$ cat src/rtl/button_pkg.sv
// Shared defaults and helpers for the push-button conditioning block.
package button_pkg;

    localparam int BTN_WIDTH_DEF      = 8;
    localparam int BTN_CNT_MAX_DEF    = 250000;
    localparam int BTN_ACTIVE_LOW_DEF = 1;

    function automatic int cnt_w(input int max);
        return $clog2(max);
    endfunction

endpackage

$ cat src/rtl/debounce_bit.sv
// One button: two-flop synchroniser, polarity normalisation, stability counter,
// debounced level and registered press/release pulses.
module debounce_bit
    import button_pkg::*;
#(
    parameter int CNT_MAX    = BTN_CNT_MAX_DEF,
    parameter int ACTIVE_LOW = BTN_ACTIVE_LOW_DEF
) (
    input  logic clk,
    input  logic reset_n,
    input  logic btn_raw,
    output logic btn_db,
    output logic btn_press,
    output logic btn_release
);

    localparam int              CW       = cnt_w(CNT_MAX);
    localparam logic [CW-1:0]   CNT_LAST = CW'(CNT_MAX - 1);
    // Pad level of a button that is not being pushed.
    localparam logic            REL_LVL  = (ACTIVE_LOW != 0) ? 1'b1 : 1'b0;

    logic          sync1_q, sync1_d;
    logic          sync2_q, sync2_d;
    logic          db_q, db_d;
    logic          press_q, press_d;
    logic          release_q, release_d;
    logic [CW-1:0] cnt_q, cnt_d;
    logic          s_s;

    assign s_s = sync2_q ^ REL_LVL;

    // Next-state: synchroniser shift, stability count and level acceptance.
    always_comb begin
        sync1_d   = btn_raw;
        sync2_d   = sync1_q;
        db_d      = db_q;
        cnt_d     = cnt_q;
        press_d   = 1'b0;
        release_d = 1'b0;
        if (s_s == db_q) begin
            cnt_d = {CW{1'b0}};
        end else if (cnt_q == CNT_LAST) begin
            db_d      = s_s;
            cnt_d     = {CW{1'b0}};
            press_d   = s_s;
            release_d = ~s_s;
        end else begin
            cnt_d = cnt_q + CW'(1'b1);
        end
    end

    // State register with synchronous active-low reset.
    always_ff @(posedge clk) begin
        if (!reset_n) begin
            sync1_q   <= REL_LVL;
            sync2_q   <= REL_LVL;
            db_q      <= 1'b0;
            cnt_q     <= {CW{1'b0}};
            press_q   <= 1'b0;
            release_q <= 1'b0;
        end else begin
            sync1_q   <= sync1_d;
            sync2_q   <= sync2_d;
            db_q      <= db_d;
            cnt_q     <= cnt_d;
            press_q   <= press_d;
            release_q <= release_d;
        end
    end

    assign btn_db      = db_q;
    assign btn_press   = press_q;
    assign btn_release = release_q;

endmodule

$ cat src/rtl/button_debouncer.sv
// Debounces WIDTH push-buttons into clean active-high levels and press/release pulses.
// Define BUTTON_DEBOUNCER_EVENT_LATCH_EN to add sticky, write-1-to-clear press flags.
module button_debouncer
    import button_pkg::*;
#(
    parameter int WIDTH      = BTN_WIDTH_DEF,
    parameter int CNT_MAX    = BTN_CNT_MAX_DEF,
    parameter int ACTIVE_LOW = BTN_ACTIVE_LOW_DEF
) (
    input  logic             clk,
    input  logic             reset_n,
    input  logic [WIDTH-1:0] btn_raw,
    output logic [WIDTH-1:0] btn_db,
    output logic [WIDTH-1:0] btn_press,
    output logic [WIDTH-1:0] btn_release
`ifdef BUTTON_DEBOUNCER_EVENT_LATCH_EN
    ,
    input  logic [WIDTH-1:0] evt_clr,
    output logic [WIDTH-1:0] btn_evt
`endif
);

    for (genvar i = 0; i < WIDTH; i++) begin : g_bit
        debounce_bit #(
            .CNT_MAX    (CNT_MAX),
            .ACTIVE_LOW (ACTIVE_LOW)
        ) u_bit (
            .clk         (clk),
            .reset_n     (reset_n),
            .btn_raw     (btn_raw[i]),
            .btn_db      (btn_db[i]),
            .btn_press   (btn_press[i]),
            .btn_release (btn_release[i])
        );
    end

`ifdef BUTTON_DEBOUNCER_EVENT_LATCH_EN
    logic [WIDTH-1:0] evt_q, evt_d;

    // Set beats clear so a press landing on a clear strobe is never lost.
    always_comb begin
        evt_d = (evt_q & ~evt_clr) | btn_press;
    end

    // Sticky flag register.
    always_ff @(posedge clk) begin
        if (!reset_n) begin
            evt_q <= {WIDTH{1'b0}};
        end else begin
            evt_q <= evt_d;
        end
    end

    assign btn_evt = evt_q;
`endif

endmodule

$ cat config.mk
export PLATFORM = sky130hd
export DESIGN_NAME = button_debouncer
export DESIGN_NICKNAME = d
export VERILOG_FILES = /design/src/rtl/button_pkg.sv /design/src/rtl/debounce_bit.sv /design/src/rtl/button_debouncer.sv
export SDC_FILE = /design/constraint.sdc
export NUM_CORES = 1
export LEC_CHECK = 0
export CAP_MARGIN = 5
export CORE_MARGIN = 2
export CORE_UTILIZATION = 55
export CTS_CLUSTER_SIZE = 14
export DETAILED_ROUTE_END_ITERATION = 8
export PLACE_DENSITY = 0.79
export RECOVER_POWER = 50
export SYNTH_ARGS = -nofsm -noshare
export SYNTH_HDL_FRONTEND = slang
export SYNTH_SLANG_ARGS = --single-unit
export TNS_END_PERCENT = 50
$ cat constraint.sdc
create_clock -name clk -period 6.05 [get_ports clk]
set_clock_uncertainty 0.2 [all_clocks]
set_input_delay 0.605 -clock clk [delete_from_list [all_inputs] [get_ports clk]]
set_output_delay 0.605 -clock clk [all_outputs]
set_load 0.02 [all_outputs]
==> results of run 1 <==
==> state kept, by name, indices dropped and copies added (netlist names) <==
| signal | count |
|---|---|
| g_bit.u_bit.cnt_q | 144 |
| g_bit.u_bit.btn_db | 8 |
| g_bit.u_bit.btn_press | 8 |
| g_bit.u_bit.btn_release | 8 |
| g_bit.u_bit.sync1_q | 8 |
| g_bit.u_bit.sync2_q | 8 |
==> worst max-delay path: stages (launching register included) <==
cell	delay (ns)
dfxtp_1	0.34
or4_1	0.54
or4_1	0.56
o21ai_0	1.33
nor2_1	0.12
==> final timing paths <==
path,from,end,cells after the start
setup / recovery,g_bit[3].u_bit.cnt_q[9]$_SDFF_PP0_,g_bit[3].u_bit.cnt_q[15]$_SDFF_PP0_,4
hold / removal,g_bit[5].u_bit.sync1_q$_SDFF_PN1_,g_bit[5].u_bit.sync2_q$_SDFF_PN1_,1
setup reg to reg,g_bit[3].u_bit.cnt_q[9]$_SDFF_PP0_,g_bit[3].u_bit.cnt_q[15]$_SDFF_PP0_,4
hold reg to reg,g_bit[5].u_bit.sync1_q$_SDFF_PN1_,g_bit[5].u_bit.sync2_q$_SDFF_PN1_,1
==> through the flow <==
step           util (%)  hold WS, ns
4_1_cts            63.0        0.207
5_1_grt            62.9        0.222
6_report           62.9        0.208
2_1_floorplan         -        0.186
3_3_place_gp       58.5        0.189
3_5_place_dp       58.5        0.192
==> area by class of cell <==
| cell class | instances | area [µm²] |
|---|---|---|
| inverters | 29 | 109 |
| well taps | 180 | 225 |
| clock buffers | 20 | 457 |
| flip-flops and latches | 184 | 3680 |
| repair buffers | 36 | 340 |
| multi-input cells | 626 | 3770 |
| clock inverters | 8 | 171 |
| fillers | 1169 | 5170 |
==> routing by layer <==
| layer | vias to the layer above | GRT usage [%] |
|---|---|---|
| met1 | 2720 | 23.9 |
| met2 | 88 | 32.6 |
| met5 | - | 0 |
| li1 | 3048 | - |
| met4 | 0 | 6.04 |
| met3 | 19 | 5.44 |
==> power groups by stage <==
stage	clock [mW]	sequential [mW]	combinational, mW
floorplan	0	1.25	0.0200
global route	1.26	1.22	0.0323
detailed placement	0	1.25	0.0291
CTS	1.21	1.22	0.0292
global placement	0	1.25	0.0290
finish	1.19	1.22	0.0283
==> cells by family (layout without fill, tap and decap cells) <==
| logic type | after synthesis | in the layout | share of synthesized area [%] |
|---|---|---|---|
| XOR/XNOR | 117 | 117 | 13.0 |
| flip-flops | 184 | 184 | 46.8 |
| adder cells (fa/ha/maj) | 8 | 8 | 1.27 |
| AO/OA/AOI/OAI | 55 | 55 | 4.81 |
| buffers and inverters | 73 | 93 | 4.95 |
| multiplexers | 3 | 3 | 0.382 |
| AND/OR/NAND/NOR | 443 | 443 | 28.7 |
==> synth_stat cells, drive strengths merged, types with 2 or more instances <==
master    n
nor3     20
nand3    53
xnor2    88
o21ba     5
and2      6
and3     11
nand4    41
o21ai    14
nand2b   20
inv      29
nor2    155
nor4b     7
clkbuf   12
dfxtp   184
a21oi    17
nor3b     2
o31ai     4
o21bai    5
and4     12
nor4     42
a31o      4
or4      13
xor2     29
mux2i     3
or2       3
nand2    45
ha        8
buf      32
or3      10
==> flow_summary.yaml, run 1 <==
outcome:
  status: "complete, but fails checks"
  violations: "max-capacitance violations, max-slew violations"
floorplanning:
  die_y_um: 124
  io-pin-count: 34
  initial_utilization_pct: 56.4
  fp.dieW_um: 124
  rows: 43
  die_area_um2: 15300
  coreArea_um2: 13900
yosys:
  ys.flop_type: "dfxtp_1"
  synth_area_leaders: "dfxtp_1 (47%), xnor2_1 (9.8%), nor2_1 (7.4%)"
  syn-cell-area_um2: 7860
  ys_seq_area_share_pct: 46.8
  synth_cell_types: 44
  ys_async_sr_fraction_pct: 0
  synth.top_cell.area_share_pct: 46.8
  avgSynthCellArea_um2: 8.90
  synth_top_cell_by_area: "dfxtp_1"
  syn_inst: 883
  synth-edff-count: 0
  ys_ff_latch: 184
  synth.net_count: 901
  ys_warn_count: 0
critical_path:
  critPathCaptureType: "flop"
  required_ns: 6.09
  worstPathMaxFanout: 17
  worst-setup-path-type: "flop to flop"
  worstPathArrival_ns: 3.33
  ff2ff_setup_slack_ns: 2.77
  start_kind: "flop"
placed_design:
  placed_area_um2: 8160
  dp_hpwl_um: 9150
  dpl.cell_count: 1055
  dpl_worst_slack_ns: 3.31
  place_congestion: 0.827
  numPortBuffers: 33
final_layout:
  drive_gt1_share_pct: 4.76
  instances_no_fill: 1083
  area_growth_pct: 11.4
  insertedDiodeCount: 0
  nets: 912
  fin_area_um2: 8760
  mostFrequentLayoutCells: "dfxtp_1 (184), nor2_1 (155), xnor2_1 (88)"
  layout_commonest_cell: "dfxtp_1"
cts:
  cts_hold_buf: 0
  cts_made_buffers: 17
  cts_setup_buffers: 0
  root_buffer: "clkbuf_16"
  cts_resized: 0
  clk_latency_ns: 0.43
  htreeDepth: 4
  cts_tree: "done"
  clockBufferDepth: 2
  path_clk_slew_ns: 0.07
  clock_sinks: 184
detailed_routing:
  drt-met1-wl_um: 6550
  wl_per_cell_um: 12.7
  drc_errors: 0
  via_per_inst: 5.42
  first_iter_violations: 361
  routed.top_layer: "met4"
  vias: 5875
  route.met2.wl_um: 6500
  route.met3.wl_um: 554
  finalWirelength_um: 13800
  first_pass_iters: 5
  ant_nets: 0
power_and_ir_drop:
  seqPwrFrac_pct: 50.2
  p_int_mw: 1.98
  power_density_nw_per_um2: 278
  p_comb_share_pct: 1.2
  p_leak_nw: 2.68
  clkPwrFrac_pct: 48.7
  power_switching_mw: 0.460
  total_power_mw: 2.44
  irDropWorstVdd_uv: 217
  swShare_pct: 18.9
timing:
  tightest_slew_ns: 1.72
  totalNegativeSetupSlack_ns: 0
  maxSlewHeadroom_pct: -16.1
  finalCritPeriodShare_pct: 54.3
  rsz0062_at_grt: "no"
  layout_setup_ws_ns: 2.77
  hold_violations: 0
  setup_viol_count_final: 0
  slew_violations: 59
  max_freq_mhz: 305
  min_period_ns: 3.28
run:
  cap_violations: 2
global_routing:
  gr-total-overflow: 0
  grtUsageTotal_pct: 19.3
  grt_max_degree: 41
  antenna_found_initial: 0
  grt_pass1_vias: 5506
  grt_pass1_wl_um: 23800
hold_path:
  holdCritPathClass: "flop to flop"
(Power assumes the default switching activity.)
==> inputs of run 2 (changes only) <==
--- a/config.mk
+++ b/config.mk
@@ -7,10 +7,10 @@
 export LEC_CHECK = 0
 export CAP_MARGIN = 5
 export CORE_MARGIN = 2
-export CORE_UTILIZATION = 55
+export CORE_UTILIZATION = 54
 export CTS_CLUSTER_SIZE = 14
 export DETAILED_ROUTE_END_ITERATION = 8
-export PLACE_DENSITY = 0.79
+export PLACE_DENSITY = 0.81
 export RECOVER_POWER = 50
 export SYNTH_ARGS = -nofsm -noshare
 export SYNTH_HDL_FRONTEND = slang
==> constraint.sdc (replaced) <==
create_clock -name clk -period 2.75 [get_ports clk]
set_clock_uncertainty 0.2 [all_clocks]
set_input_delay 0.275 -clock clk [delete_from_list [all_inputs] [get_ports clk]]
set_output_delay 0.275 -clock clk [all_outputs]
set_load 0.02 [all_outputs]
==> flow_summary.yaml, run 2 (synthesis results as in run 1) <==
floorplanning:
  die_area_um2: 15500
  fp.dieW_um: 125
  initial_utilization_pct: 54.7
  rows: 44
  die_y_um: 125
  io-pin-count: 34
  coreArea_um2: 14400
cts:
  cts_tree: "done"
  clockBufferDepth: 2
  clk_latency_ns: 0.42
  cts_made_buffers: 17
  htreeDepth: 4
  cts_hold_buf: 0
  path_clk_slew_ns: 0.06
  clock_sinks: 184
  cts_setup_buffers: 0
  root_buffer: "clkbuf_16"
  cts_resized: 0
timing:
  setup_viol_count_final: 0
  totalNegativeSetupSlack_ns: 0
  tightest_slew_ns: 0.787
  finalCritPeriodShare_pct: 84.2
  slew_violations: 0
  rsz0062_at_grt: "no"
  layout_setup_ws_ns: 0.435
  maxSlewHeadroom_pct: 47.5
  min_period_ns: 2.32
  hold_violations: 0
  max_freq_mhz: 432
detailed_routing:
  drc_errors: 0
  ant_nets: 0
  vias: 5909
  wl_per_cell_um: 12.5
  first_pass_iters: 4
  finalWirelength_um: 13700
  first_iter_violations: 429
  via_per_inst: 5.40
final_layout:
  mostFrequentLayoutCells: "dfxtp_1 (184), nor2_1 (155), xnor2_1 (88)"
  layout_commonest_cell: "dfxtp_1"
  n_fill_cell: 1217
  utilization_pct: 61.1
  largest_reg_flops: 144
  area_growth_pct: 11.7
  insertedDiodeCount: 0
  top_register: "g_bit.u_bit.cnt_q"
  nets: 917
  drive_gt1_share_pct: 5.27
power_and_ir_drop:
  p_leak_nw: 2.69
  power_density_nw_per_um2: 586
  irDropWorstVdd_uv: 535
hold_path:
  hold_depth: 1
  holdCritPathClass: "flop to flop"
critical_path:
  required_ns: 2.83
  crit_cells: 6
  worstPathArrival_ns: 2.39
  cp_num_buf_inv: 1
  r2r_cells: 6
  worst-setup-path-type: "flop to flop"
  crit_slowest_cell: "clkbuf_1"
  cp_top_family: "simple AND/OR/NAND/NOR gates"
  critical-path-max-stage-delay_ns: 0.59
  critPathCaptureType: "flop"
  crit_chain: "ha_1, and3_1, nand4_1, o21bai_1, clkbuf_1, nor2_1"
  worstPathMaxFanout: 17
  start_kind: "flop"
global_routing:
  antenna_found_initial: 0
  grt_max_degree: 41
  top_usage_layer: "met2"
  gr-total-overflow: 0
  grt_pass1_wl_um: 24200
  use_met2_pct: 30.3
  grtUsageTotal_pct: 18.4
  use_met1_pct: 23.2
  grtUsageMet3_pct: 4.51
  grt_pass1_vias: 5589
placed_design:
  dpl_worst_slack_ns: 0.500
  numPortBuffers: 33
  dp_hpwl_um: 9170
  place_congestion: 0.818
outcome:
  status: "completed"
run:
  cap_violations: 0
[run 2: layout make-up]
class | instances | area [µm²] | share of cell area [%]
Inverter | 29 | 109 | 1.24
Clock buffer | 23 | 488 | 5.56
Sequential cell | 184 | 3680 | 42.0
Multi-Input combinational cell | 626 | 3790 | 43.1
Clock inverter | 8 | 95.1 | 1.08
Timing Repair Buffer | 41 | 388 | 4.42
Tap cell | 184 | 230 | 2.62
[run 2: worst paths after layout]
check | start | slack [ns] | end
max | g_bit[2].u_bit.cnt_q[0]$_SDFF_PP0_ | 0.43 | g_bit[2].u_bit.cnt_q[11]$_SDFF_PP0_
min | g_bit[6].u_bit.sync1_q$_SDFF_PN1_ | 0.21 | g_bit[6].u_bit.sync2_q$_SDFF_PN1_
max reg2reg | g_bit[2].u_bit.cnt_q[0]$_SDFF_PP0_ | 0.43 | g_bit[2].u_bit.cnt_q[11]$_SDFF_PP0_
min reg2reg | g_bit[6].u_bit.sync1_q$_SDFF_PN1_ | 0.21 | g_bit[6].u_bit.sync2_q$_SDFF_PN1_
[run 2: per-stage QoR]
stage / power [mW] / hold slack [ns] / cell area (µm²) / cells
after detailed placement: 2.82 / 0.194 / 8220 / 1064
after CTS: 5.20 / 0.191 / 8800 / 1095
after floorplan: 2.79 / 0.176 / 7860 / 883
after global placement: 2.82 / 0.189 / 8220 / 1064
after global routing: 5.32 / 0.212 / 8780 / 1095
final: 5.14 / 0.206 / 8780 / 1095
[run 2: power breakdown]
group | internal (mW) | leakage [nW] | switching [mW]
combinational | 0.0320 | 0.915 | 0.0370
clock | 1.42 | 0.285 | 0.960
sequential | 2.68 | 1.49 | 0.0105
total | 4.14 | 2.69 | 1.01
[run 2: routing by layer]
layer / wire, µm / vias up
met3: 499 / 14
met2: 6380 / 75
met1: 6650 / 2756
met5: 0 / -
li1: - / 3064
met4: 138 / 0
